`src/rtl/uart_frame_pkg.sv`:
```
// -----------------------------------------------------------------------------
// uart_frame_pkg
// Shared types and helpers for the UART frame controller:
//   frame_state_e  - frame FSM states
//   err_code_e     - error cause reported on err_code
//   DEF_SYNC_BYTE  - default start-of-frame marker
//   byte_time_clks - clocks per UART byte (10 bit-times, truncated)
//   csum_xor       - one step of the 8-bit XOR checksum
// -----------------------------------------------------------------------------
package uart_frame_pkg;

  typedef enum logic [2:0] {
    ST_HUNT    = 3'd0,
    ST_LEN     = 3'd1,
    ST_PAYLOAD = 3'd2,
    ST_CSUM    = 3'd3,
    ST_DRAIN   = 3'd4
  } frame_state_e;

  typedef enum logic [1:0] {
    ERR_NONE    = 2'd0,
    ERR_LEN     = 2'd1,
    ERR_CSUM    = 2'd2,
    ERR_TIMEOUT = 2'd3
  } err_code_e;

  localparam logic [7:0]  DEF_SYNC_BYTE = 8'hA5;
  localparam int unsigned BITS_PER_BYTE = 10;

  // Start + 8 data + stop bits, computed in 64 bits to avoid overflow.
  function automatic int unsigned byte_time_clks(input int unsigned clk_hz,
                                                 input int unsigned bitrate_bps);
    return 32'((64'(clk_hz) * 64'(BITS_PER_BYTE)) / 64'(bitrate_bps));
  endfunction

  function automatic logic [7:0] csum_xor(input logic [7:0] acc,
                                          input logic [7:0] data);
    return acc ^ data;
  endfunction

endpackage

```
`src/rtl/uart_rx_frame_ctrl_if.sv`:
```
// -----------------------------------------------------------------------------
// uart_rx_frame_ctrl_if
// Byte-in / frame-out bus of the UART frame controller.
//   rx_data/rx_valid            : byte stream from the UART receiver
//   frm_data/valid/last/ready   : payload handshake towards the consumer
//   frm_len                     : length of the frame being drained
//   frm_err/err_code            : error strobe and sticky cause
//   drop_cnt, busy              : status
// slave modport = controller view, master modport = producer/consumer view.
// -----------------------------------------------------------------------------
interface uart_rx_frame_ctrl_if #(
  parameter int unsigned MAX_LEN = 16
);
  import uart_frame_pkg::*;

  localparam int unsigned LEN_W = $clog2(MAX_LEN + 1);

  logic [7:0]       rx_data;
  logic             rx_valid;
  logic [7:0]       frm_data;
  logic             frm_valid;
  logic             frm_last;
  logic             frm_ready;
  logic [LEN_W-1:0] frm_len;
  logic             frm_err;
  err_code_e        err_code;
  logic [7:0]       drop_cnt;
  logic             busy;

  modport slave (
    input  rx_data, rx_valid, frm_ready,
    output frm_data, frm_valid, frm_last, frm_len, frm_err, err_code,
           drop_cnt, busy
  );

  modport master (
    output rx_data, rx_valid, frm_ready,
    input  frm_data, frm_valid, frm_last, frm_len, frm_err, err_code,
           drop_cnt, busy
  );

endinterface

```
`src/rtl/uart_gap_timer.sv`:
```
// -----------------------------------------------------------------------------
// uart_gap_timer
// Inter-byte timeout: loadable down-counter sized to GAP_BYTES byte-times.
//   clk, rst : clock, async active-high reset
//   clr      : reload the counter (a byte arrived); wins over en
//   en       : count while a frame is being collected
//   expired  : registered, high once the gap has elapsed while enabled
// -----------------------------------------------------------------------------
module uart_gap_timer
  import uart_frame_pkg::*;
#(
  parameter int unsigned CLK_HZ      = 66_000_000,
  parameter int unsigned BITRATE_BPS = 9_600,
  parameter int unsigned GAP_BYTES   = 4
) (
  input  logic clk,
  input  logic rst,
  input  logic clr,
  input  logic en,
  output logic expired
);

  localparam int unsigned GAP_CLKS = GAP_BYTES * byte_time_clks(CLK_HZ, BITRATE_BPS);
  localparam int unsigned CNT_W    = (GAP_CLKS > 2) ? $clog2(GAP_CLKS) : 1;
  localparam logic [CNT_W-1:0] LOAD_VAL = CNT_W'(GAP_CLKS - 1);

  logic [CNT_W-1:0] r_cnt;
  logic             r_expired;

  // Reload on every byte; flag expiry one count before reaching zero so the
  // registered flag lines up with the end of the gap.
  always_ff @(posedge clk or posedge rst) begin
    if (rst) begin
      r_cnt     <= '0;
      r_expired <= 1'b0;
    end else if (clr) begin
      r_cnt     <= LOAD_VAL;
      r_expired <= 1'b0;
    end else if (en) begin
      if (r_cnt != '0) r_cnt <= r_cnt - CNT_W'(1);
      r_expired <= (r_cnt <= CNT_W'(1));
    end else begin
      r_expired <= 1'b0;
    end
  end

  assign expired = r_expired;

endmodule

```
`src/rtl/uart_rx_frame_ctrl.sv`:
```
// -----------------------------------------------------------------------------
// uart_rx_frame_ctrl
// Frame controller behind the UART byte receiver: hunts for SYNC_BYTE,
// collects length + payload (+ XOR checksum when RX_FRAME_CHECKSUM_EN is
// defined), buffers the payload and drains whole frames only.
//   clk, rst : clock, async active-high reset
//   bus      : uart_rx_frame_ctrl_if.slave (rx byte in, frame handshake out,
//              frm_len, frm_err/err_code, drop_cnt, busy)
// Build option: `define RX_FRAME_CHECKSUM_EN adds the checksum byte/state.
// -----------------------------------------------------------------------------
module uart_rx_frame_ctrl
  import uart_frame_pkg::*;
#(
  parameter int unsigned CLK_HZ      = 66_000_000,
  parameter int unsigned BITRATE_BPS = 9_600,
  parameter int unsigned MAX_LEN     = 16,
  parameter logic [7:0]  SYNC_BYTE   = DEF_SYNC_BYTE,
  parameter int unsigned GAP_BYTES   = 4
) (
  input  logic                  clk,
  input  logic                  rst,
  uart_rx_frame_ctrl_if.slave   bus
);

  localparam int unsigned LEN_W = $clog2(MAX_LEN + 1);
  localparam int unsigned PTR_W = (MAX_LEN > 1) ? $clog2(MAX_LEN) : 1;

  frame_state_e     r_state;
  logic [LEN_W-1:0] r_frm_len;
  logic [PTR_W-1:0] r_wptr;
  logic [PTR_W-1:0] r_rptr;
  logic [7:0]       r_buf [MAX_LEN];
  logic [7:0]       r_frm_data;
  logic             r_frm_valid;
  logic             r_frm_last;
  logic             r_frm_err;
  err_code_e        r_err_code;
  logic [7:0]       r_drop_cnt;
  logic             r_busy;
`ifdef RX_FRAME_CHECKSUM_EN
  logic [7:0]       r_acc;
`endif

  logic             w_tmr_en;
  logic             w_tmr_expired;
  logic             w_len_bad;
  logic             w_wr_last;
  logic             w_one_byte;
  logic             w_buf_we;
  logic [7:0]       w_first;
  logic [PTR_W-1:0] w_rptr_nxt;
  logic             w_xfer;

  // Gap timer runs only while a frame is being collected.
  assign w_tmr_en = (r_state == ST_LEN) || (r_state == ST_PAYLOAD) ||
                    (r_state == ST_CSUM);

  uart_gap_timer #(
    .CLK_HZ      (CLK_HZ),
    .BITRATE_BPS (BITRATE_BPS),
    .GAP_BYTES   (GAP_BYTES)
  ) u_gap_timer (
    .clk     (clk),
    .rst     (rst),
    .clr     (bus.rx_valid),
    .en      (w_tmr_en),
    .expired (w_tmr_expired)
  );

  assign w_len_bad  = (bus.rx_data == 8'd0) || (32'(bus.rx_data) > MAX_LEN);
  assign w_wr_last  = (LEN_W'(r_wptr) == (r_frm_len - LEN_W'(1)));
  assign w_one_byte = (r_frm_len == LEN_W'(1));
  assign w_buf_we   = (r_state == ST_PAYLOAD) && bus.rx_valid;
  assign w_rptr_nxt = r_rptr + PTR_W'(1);
  assign w_xfer     = r_frm_valid && bus.frm_ready;
  // Slot 0 is being written in the same cycle for a 1-byte frame: bypass it.
  assign w_first    = (r_wptr == '0) ? bus.rx_data : r_buf[0];

  // Payload buffer: plain storage, contents are don't-care after reset.
  always_ff @(posedge clk) begin
    if (w_buf_we) r_buf[r_wptr] <= bus.rx_data;
  end

  // Frame FSM with registered outputs.
  always_ff @(posedge clk or posedge rst) begin
    if (rst) begin
      r_state     <= ST_HUNT;
      r_frm_len   <= '0;
      r_wptr      <= '0;
      r_rptr      <= '0;
      r_frm_data  <= 8'd0;
      r_frm_valid <= 1'b0;
      r_frm_last  <= 1'b0;
      r_frm_err   <= 1'b0;
      r_err_code  <= ERR_NONE;
      r_drop_cnt  <= 8'd0;
      r_busy      <= 1'b0;
`ifdef RX_FRAME_CHECKSUM_EN
      r_acc       <= 8'd0;
`endif
    end else begin
      r_frm_err <= 1'b0;
      case (r_state)
        ST_HUNT: begin
          if (bus.rx_valid && (bus.rx_data == SYNC_BYTE)) begin
            r_state <= ST_LEN;
            r_busy  <= 1'b1;
          end
        end

        ST_LEN: begin
          if (bus.rx_valid) begin
            if (w_len_bad) begin
              r_state    <= ST_HUNT;
              r_busy     <= 1'b0;
              r_frm_err  <= 1'b1;
              r_err_code <= ERR_LEN;
            end else begin
              r_state   <= ST_PAYLOAD;
              r_frm_len <= LEN_W'(bus.rx_data);
              r_wptr    <= '0;
`ifdef RX_FRAME_CHECKSUM_EN
              r_acc     <= bus.rx_data;
`endif
            end
          end else if (w_tmr_expired) begin
            r_state    <= ST_HUNT;
            r_busy     <= 1'b0;
            r_frm_err  <= 1'b1;
            r_err_code <= ERR_TIMEOUT;
          end
        end

        ST_PAYLOAD: begin
          if (bus.rx_valid) begin
`ifdef RX_FRAME_CHECKSUM_EN
            r_acc <= csum_xor(r_acc, bus.rx_data);
`endif
            if (w_wr_last) begin
`ifdef RX_FRAME_CHECKSUM_EN
              r_state     <= ST_CSUM;
`else
              r_state     <= ST_DRAIN;
              r_rptr      <= '0;
              r_frm_valid <= 1'b1;
              r_frm_data  <= w_first;
              r_frm_last  <= w_one_byte;
`endif
            end else begin
              r_wptr <= r_wptr + PTR_W'(1);
            end
          end else if (w_tmr_expired) begin
            r_state    <= ST_HUNT;
            r_busy     <= 1'b0;
            r_frm_err  <= 1'b1;
            r_err_code <= ERR_TIMEOUT;
          end
        end

        ST_CSUM: begin
`ifdef RX_FRAME_CHECKSUM_EN
          if (bus.rx_valid) begin
            if (bus.rx_data == r_acc) begin
              r_state     <= ST_DRAIN;
              r_rptr      <= '0;
              r_frm_valid <= 1'b1;
              r_frm_data  <= r_buf[0];
              r_frm_last  <= w_one_byte;
            end else begin
              r_state    <= ST_HUNT;
              r_busy     <= 1'b0;
              r_frm_err  <= 1'b1;
              r_err_code <= ERR_CSUM;
            end
          end else if (w_tmr_expired) begin
            r_state    <= ST_HUNT;
            r_busy     <= 1'b0;
            r_frm_err  <= 1'b1;
            r_err_code <= ERR_TIMEOUT;
          end
`else
          r_state <= ST_HUNT;
          r_busy  <= 1'b0;
`endif
        end

        ST_DRAIN: begin
          // Anything arriving now is discarded, sync bytes included.
          if (bus.rx_valid && (r_drop_cnt != 8'hFF)) begin
            r_drop_cnt <= r_drop_cnt + 8'd1;
          end
          if (w_xfer) begin
            if (r_frm_last) begin
              r_state     <= ST_HUNT;
              r_busy      <= 1'b0;
              r_frm_valid <= 1'b0;
              r_frm_last  <= 1'b0;
            end else begin
              r_rptr     <= w_rptr_nxt;
              r_frm_data <= r_buf[w_rptr_nxt];
              r_frm_last <= (LEN_W'(w_rptr_nxt) == (r_frm_len - LEN_W'(1)));
            end
          end
        end

        default: begin
          r_state <= ST_HUNT;
          r_busy  <= 1'b0;
        end
      endcase
    end
  end

  assign bus.frm_data  = r_frm_data;
  assign bus.frm_valid = r_frm_valid;
  assign bus.frm_last  = r_frm_last;
  assign bus.frm_len   = r_frm_len;
  assign bus.frm_err   = r_frm_err;
  assign bus.err_code  = r_err_code;
  assign bus.drop_cnt  = r_drop_cnt;
  assign bus.busy      = r_busy;

endmodule

```
`src/flat_wrapper.sv`:
```
// flat-port wrapper written by rule: the top's interface ports become plain ports
module uart_rx_frame_ctrl_flat import uart_frame_pkg::*;
#(
  parameter int unsigned CLK_HZ      = 66_000_000,
  parameter int unsigned BITRATE_BPS = 9_600,
  parameter int unsigned MAX_LEN     = 16,
  parameter logic [7:0]  SYNC_BYTE   = DEF_SYNC_BYTE,
  parameter int unsigned GAP_BYTES   = 4
)
  (clk, rst, bus_rx_data, bus_rx_valid, bus_frm_ready, bus_frm_data, bus_frm_valid, bus_frm_last, bus_frm_len, bus_frm_err, bus_err_code, bus_drop_cnt, bus_busy);
  uart_rx_frame_ctrl_if #(.MAX_LEN(MAX_LEN)) bus_i ();
  input  logic clk;
  input  logic rst;
  input wire logic [$bits(bus_i.rx_data)-1:0] bus_rx_data;
  input wire logic [$bits(bus_i.rx_valid)-1:0] bus_rx_valid;
  input wire logic [$bits(bus_i.frm_ready)-1:0] bus_frm_ready;
  output wire logic [$bits(bus_i.frm_data)-1:0] bus_frm_data;
  output wire logic [$bits(bus_i.frm_valid)-1:0] bus_frm_valid;
  output wire logic [$bits(bus_i.frm_last)-1:0] bus_frm_last;
  output wire logic [$bits(bus_i.frm_len)-1:0] bus_frm_len;
  output wire logic [$bits(bus_i.frm_err)-1:0] bus_frm_err;
  output wire logic [$bits(bus_i.err_code)-1:0] bus_err_code;
  output wire logic [$bits(bus_i.drop_cnt)-1:0] bus_drop_cnt;
  output wire logic [$bits(bus_i.busy)-1:0] bus_busy;
  assign bus_i.rx_data = bus_rx_data;
  assign bus_i.rx_valid = bus_rx_valid;
  assign bus_i.frm_ready = bus_frm_ready;
  assign bus_frm_data = bus_i.frm_data;
  assign bus_frm_valid = bus_i.frm_valid;
  assign bus_frm_last = bus_i.frm_last;
  assign bus_frm_len = bus_i.frm_len;
  assign bus_frm_err = bus_i.frm_err;
  assign bus_err_code = bus_i.err_code;
  assign bus_drop_cnt = bus_i.drop_cnt;
  assign bus_busy = bus_i.busy;
  uart_rx_frame_ctrl #(.CLK_HZ(CLK_HZ), .BITRATE_BPS(BITRATE_BPS), .MAX_LEN(MAX_LEN), .SYNC_BYTE(SYNC_BYTE), .GAP_BYTES(GAP_BYTES)) u_core (.clk(clk), .rst(rst), .bus(bus_i));
endmodule
```
`config.mk`:
```
export PLATFORM = sky130hd
export DESIGN_NAME = uart_rx_frame_ctrl_flat
export DESIGN_NICKNAME = d
export VERILOG_FILES = /design/src/rtl/uart_frame_pkg.sv /design/src/rtl/uart_rx_frame_ctrl_if.sv /design/src/rtl/uart_gap_timer.sv /design/src/rtl/uart_rx_frame_ctrl.sv /design/src/flat_wrapper.sv
export SDC_FILE = /design/constraint.sdc
export NUM_CORES = 1
export LEC_CHECK = 0
export BUFFER_PORTS_ARGS = -buffer_cell sky130_fd_sc_hd__buf_2
export CAP_MARGIN = 20
export CORE_MARGIN = 2
export CORE_UTILIZATION = 55
export DETAILED_ROUTE_END_ITERATION = 7
export PLACE_DENSITY_LB_ADDON = 0.1
export SLEW_MARGIN = 20
export SYNTH_ARGS = -nofsm -noshare
export SYNTH_HDL_FRONTEND = slang
export SYNTH_SLANG_ARGS = --single-unit
```
`constraint.sdc`:
```
create_clock -name clk -period 2.95 [get_ports clk]
set_input_delay 0.4425 -clock clk [delete_from_list [all_inputs] [get_ports clk]]
set_output_delay 0.4425 -clock clk [all_outputs]
set_load 0.02 [all_outputs]
```
# Word-level counts from Yosys, hierarchy flattened
# Memories as Yosys holds them, arrays and structs flattened.
# Cells that the tools add are included.
[op_classes]
addsub = 5
magnitude_cmp = 2
n_eq_ne = 21
mux = 58
bitwise_logic = 1
reduce_logical = 25
[op_table]
columns = ["operator", "count"]
rows = [
  ["19-bit 2-to-1 mux", 3],
  ["8-bit 2-to-1 mux", 5],
  ["4-bit 2-to-1 mux", 8],
  ["1-bit 2-to-1 mux", 21],
  ["3-bit 2-to-1 mux", 7],
  ["5-bit AND reduction", 4],
  ["19-bit by 1-bit less-or-equal comparator with 1-bit output (second input constant)", 1],
  ["19-bit nonzero test", 1],
  ["19-bit by 1-bit subtractor with 19-bit output (second input constant)", 1],
  ["4-bit one-hot mux with 2 select lines", 2],
  ["8-bit one-hot mux with 2 select lines", 1],
  ["2-bit != test (second input constant)", 6],
  ["3-bit one-hot mux with 4 select lines", 1],
  ["4-bit by 5-bit equality test with 1-bit output", 2],
  ["2-bit 2-to-1 mux", 5],
  ["4-bit by 1-bit adder with 4-bit output (second input constant)", 2],
  ["8-bit by 1-bit adder with 8-bit output (second input constant)", 1],
  ["8-bit equality test (second input constant)", 1],
  ["8-bit by 5-bit > comparator with 1-bit output (second input constant)", 1],
  ["8-bit logical NOT", 1],
  ["2-bit by 1-bit != test with 1-bit output (second input constant)", 4],
  ["8-bit != test (second input constant)", 1],
  ["4-bit AND reduction", 2],
  ["2-bit nonzero test", 4],
  ["16 further kinds", 27],
]
[totals]
reg_bits = 58
ram_bits = 128
memories = 1
[memory_table]
columns = ["memory", "words", "word_bits", "read_ports", "rd_clocked_by_memory_dff", "wr", "line_no", "rtl"]
rows = [
  ["u_core.r_buf", 16, 8, 2, 0, 1, "uart_rx_frame_ctrl.sv:32", "logic [7:0] r_buf [MAX_LEN];"],
]

# Longest topological paths before layout
[logic_depth]
depth_word = 5
ltp_mapped = 9

# Modules after synthesis
# A second synthesis with hierarchy kept.
[hier_totals]
cells_unflattened = 583
area_unflattened_um2 = 8348.0
[by_module_without_submodules]
columns = ["mod", "instances", "cells_per_inst", "area_per_inst_um2"]
rows = [
  ["uart_rx_frame_ctrl", 1, 475, 7274.5],
  ["uart_gap_timer", 1, 108, 1073.5],
]

# Worst setup path after synthesis
# No wires, ideal clock.
[synth_timing]
path_type = "register to register"
startpoint = "register u_core.r_frm_len[0] (netlist: u_core.bus.frm_len[0])"
endpoint = "register u_core.r_frm_last (netlist: u_core.bus.frm_last)"
setup_ns = 0.125
arrival_ns = 2.427
required_time_ns = 2.825
path_slack_ns = 0.398
stages_incl_launch_ff = 10
synth_period_minus_slack_ns = 2.552
cell_sequence = "dfrtp_1 -> inv_1 -> ha_1 -> or3b_1 -> a32o_1 -> or4_1 -> buf_6 -> nor2_8 -> nor2_2 -> mux2_4"
[synth_between]
elab_chain_cells = 5
elab_cells_between_ends = 11
classes_between = "add/sub (1); eq/ne (4); mux (5); reduce/logical (1)"
[synth_lines]
columns = ["item", "line_no", "rtl"]
rows = [
  ["from (decl)", "uart_rx_frame_ctrl.sv:29", "logic [LEN_W-1:0] r_frm_len;"],
  ["from (signal assigned)", "uart_rx_frame_ctrl.sv:120", "r_frm_len <= LEN_W'(bus.rx_data);"],
  ["5-bit by 1-bit subtractor with 5-bit output", "uart_rx_frame_ctrl.sv:71, uart_rx_frame_ctrl.sv:201", ""],
  ["4-bit by 5-bit equality test with 1-bit output", "uart_rx_frame_ctrl.sv:201", "r_frm_last <= (LEN_W'(w_rptr_nxt) == (r_frm_len - LEN_W'(1)));"],
  ["1-bit 2-to-1 mux", "uart_rx_frame_ctrl.sv:193", "if (r_frm_last) begin"],
  ["1-bit 2-to-1 mux", "uart_rx_frame_ctrl.sv:192", "if (w_xfer) begin"],
  ["1-bit one-hot mux with 2 select lines", "uart_rx_frame_ctrl.sv:103", "case (r_state)"],
  ["to (signal assigned)", "uart_rx_frame_ctrl.sv:147", "r_frm_last <= w_one_byte;"],
  ["to (signal assigned)", "uart_rx_frame_ctrl.sv:201", ""],
  ["to (decl)", "uart_rx_frame_ctrl.sv:35", "logic r_frm_last;"],
]
# Several ways; a longest one is shown, not always the timed one. The select of a mux whose other input is x is not followed.
# A chain may end at the register's enable or synchronous reset.

# Worst setup path after layout
# Same ends and word-level chain as after synthesis.

==> impl_metrics.py <==
metrics = {
    "timing": {
        "tightest_slew_ns": 0.7861,
        "fin_skew_ns": 0.007161,
        "setup_ws_ns": 0.2578,
        "hold_violations": 0,
        "drv_slew": 0,
        "setup_viol": 0,
        "fmax_ghz": 0.3714,
        "setup_tns_ns": 0,
        "fin_crit_sh_pct": 91.26,
        "rsz0062_at_grt": "no",
        "min_period_ns": 2.692,
        "relSlewSlack_pct": 47.11,
    },
    "logic_synthesis": {
        "synth-edff-count": 128,
        "synthArstFlopShare_pct": 31.18,
        "yosysSeqAreaShare_pct": 64.59,
        "synthFlopType": "edfxtp_1",
        "synth_area_um2": 8198,
        "ys_warn_count": 0,
        "synth_nets": 592,
        "synth.distinct_cells": 57,
        "synth_seq_cells": 186,
        "syn_inst": 569,
        "synth.avg_cell_area_um2": 14.41,
    },
    "floorplan": {
        "io_pins": 39,
        "core_area_um2": 14530,
        "num_rows": 44,
        "dieWidth_um": 126.1,
        "dieArea_um2": 15900,
        "die_y_um": 126.1,
        "initial_core_util_pct": 56.40,
    },
    "clock_tree": {
        "cts_root_buf": "clkbuf_16",
        "hold_buffers": 0,
        "post-cts-setup-buffers": 0,
        "cts_tree": "done",
        "cts_buffers": 17,
        "cts-resized-gates": 0,
        "htreeDepth": 4,
        "worstSkewPairLatency_ns": 0.43,
        "cts_max_path_buffers": 2,
        "cts_sinks": 186,
        "path_clk_slew_ns": 0.07,
    },
    "global_routing": {
        "grt_pass1_vias": 5051,
        "track_usage_pct": 23.60,
        "grt_overflow": 0,
        "grt_first_pass_wirelength_mm": 28.54,
        "grt_max_degree": 35,
        "antenna_found_initial": 0,
    },
    "routing": {
        "drtAntennaViolNets": 0,
        "drtIter0Drc": 441,
        "drc_errors": 0,
        "via_per_inst": 5.979,
        "routedWlPerCell_um": 21.18,
        "via_count": 4945,
        "first_pass_iters": 4,
        "wirelength_mm": 17.51,
    },
    "setup_path": {
        "critical_path_buf_inv_count": 1,
        "criticalPathCategory": "reg -> reg",
        "cp-start-kind": "flop",
        "worstPathCellList": "inv_1 -> ha_1 -> or3b_1 -> a32o_1 -> or4_1 -> nor2_8 -> nor2_2 -> mux2_4",
        "cp_top_family": "simple AND/OR/NAND/NOR gates",
        "cp_slowest_stage_delay_ns": 0.66,
        "path_max_fanout": 6,
        "cp.arrival_ns": 3.01,
        "cp.required_ns": 3.27,
        "slowest_stage": "or4_1",
        "endpoint_kind": "flop",
    },
    "worst_hold_path": {
        "hold_path.class": "in -> async",
    },
    "final_layout": {
        "drive_gt1_share_pct": 22.08,
        "fin_nets": 653,
        "num_antenna_cells": 0,
        "final_cell_mix": "128 x edfxtp_1, 57 x dfrtp_1, 42 x nand2_1",
        "final_area_um2": 9323,
        "final_common_cell": "edfxtp_1",
        "syn2layout_area_growth_pct": 13.72,
    },
    "power_and_ir_drop": {
        "power_density_nw_per_um2": 619.6,
        "vdd_ir_drop_max_v": 0.0004267,
        "power.leakage_nw": 3.524,
    },
    "placed_design": {
        "dp_hpwl_mm": 11.79,
        "gp_congestion": 0.8182,
        "dpl_cell_area_um2": 8741,
        "dp_slack_ns": 0.2833,
        "portBuffers": 38,
    },
    "run": {
        "maxCapViolCount": 0,
    },
    "run_status": {
        "outcome": "finished clean",
    },
}
power breakdown:
group | switching [W] | internal (W)
clock | 0.000940 | 0.00132
combinational | 0.000364 | 0.000218
sequential | 0.0000783 | 0.00286
synthesized netlist by cell type, drive strengths merged, types with 3 or more instances:
cell type	count	area share [%]
a21oi	7	0.43
a221oi	8	0.85
a22o	13	1.4
a31oi	8	0.61
and2	4	0.31
and3	17	1.3
buf	9	0.63
clkbuf	16	0.85
dfrtp	58	18
edfxtp	128	47
ha	11	1.7
inv	16	0.73
mux2	5	0.73
mux4	32	8.8
nand2	42	1.9
nand2b	17	1.3
nand3	17	1.0
nand3b	7	0.64
nand4	4	0.31
nor2	42	2.2
nor3	15	0.92
nor4	10	0.76
o21ai	12	0.73
or3	3	0.23
or4	3	0.27
xnor2	20	2.1
xor2	15	1.6
stage by stage:
stage / std cells / util [%] / hold slack [ns] / total power, W
final: 827 / 64.14 / 0.06681 / 0.005777
after floorplan: 569 / - / 0.4463 / 0.003366
after detailed placement: 795 / 60.14 / 0.4666 / 0.003571
after CTS: 827 / 64.14 / 0.08101 / 0.005802
after global routing: 827 / 64.14 / 0.09850 / 0.005998
after global placement: 795 / 60.14 / 0.4549 / 0.003546
cell families after synthesis:
family	Yosys count	synth area share (%)
and+or+nand+nor	194	12.45
DFF	186	64.59
AOI/OAI and AO/OA	64	5.678
buffers and inverters	41	2.213
muxes	38	9.646
xor gates and xnor gates	35	3.739
adders and majority gates	11	1.679
per-layer routing:
layer / vias to the layer above / part of all wire [%] / GRT usage, %
met2: 127 / 48 / 36.88
met5: - / 0 / 0
met1: 2526 / 46 / 34.36
li1: 2276 / - / -
met3: 16 / 4.9 / 5.820
met4: 0 / 0.87 / 4.913
path summary, 6_finish.rpt:
kind | start | endpoint | slack (ns) | cells after the start
setup / recovery | u_core.bus.frm_len[0] | u_core.bus.frm_last | 0.26 | 8
min in group clk | bus_rx_data[0] | u_core.r_buf[10][0] | 0.38 | 1
hold / removal | rst | u_core.bus.drop_cnt[4] | 0.07 | 2
setup reg to reg | u_core.bus.frm_len[0] | u_core.bus.frm_last | 0.26 | 8
hold reg to reg | u_core.bus.err_code[0] | u_core.bus.err_code[0] | 0.48 | 1
max in group asynchronous | rst | u_core.u_gap_timer.r_cnt[12] | 2.29 | 3
registers in the layout, indices dropped and copies added, names as in the netlist:
signal,cells
u_core.bus.drop_cnt,8
u_core.bus.frm_len,5
u_core.r_state,3
u_core.u_gap_timer.expired,1
u_core.bus.frm_data,8
u_core.bus.busy,1
u_core.bus.frm_err,1
u_core.r_wptr,4
u_core.bus.err_code,2
u_core.bus.frm_last,1
u_core.bus.frm_valid,1
u_core.u_gap_timer.r_cnt,19
u_core.r_rptr,4
u_core.r_buf,128
area by class of cell:
class	instances	area [um^2]
sequential	186	5296
fill	1081	5211
multi-input combinational	342	2721
timing repair buffer	67	432.9
clock buffer	18	429.2
tap	184	230.2
clock inverter	14	152.6
inverter	16	60.06
No activity file was read; power rests on OpenSTA's default activity.
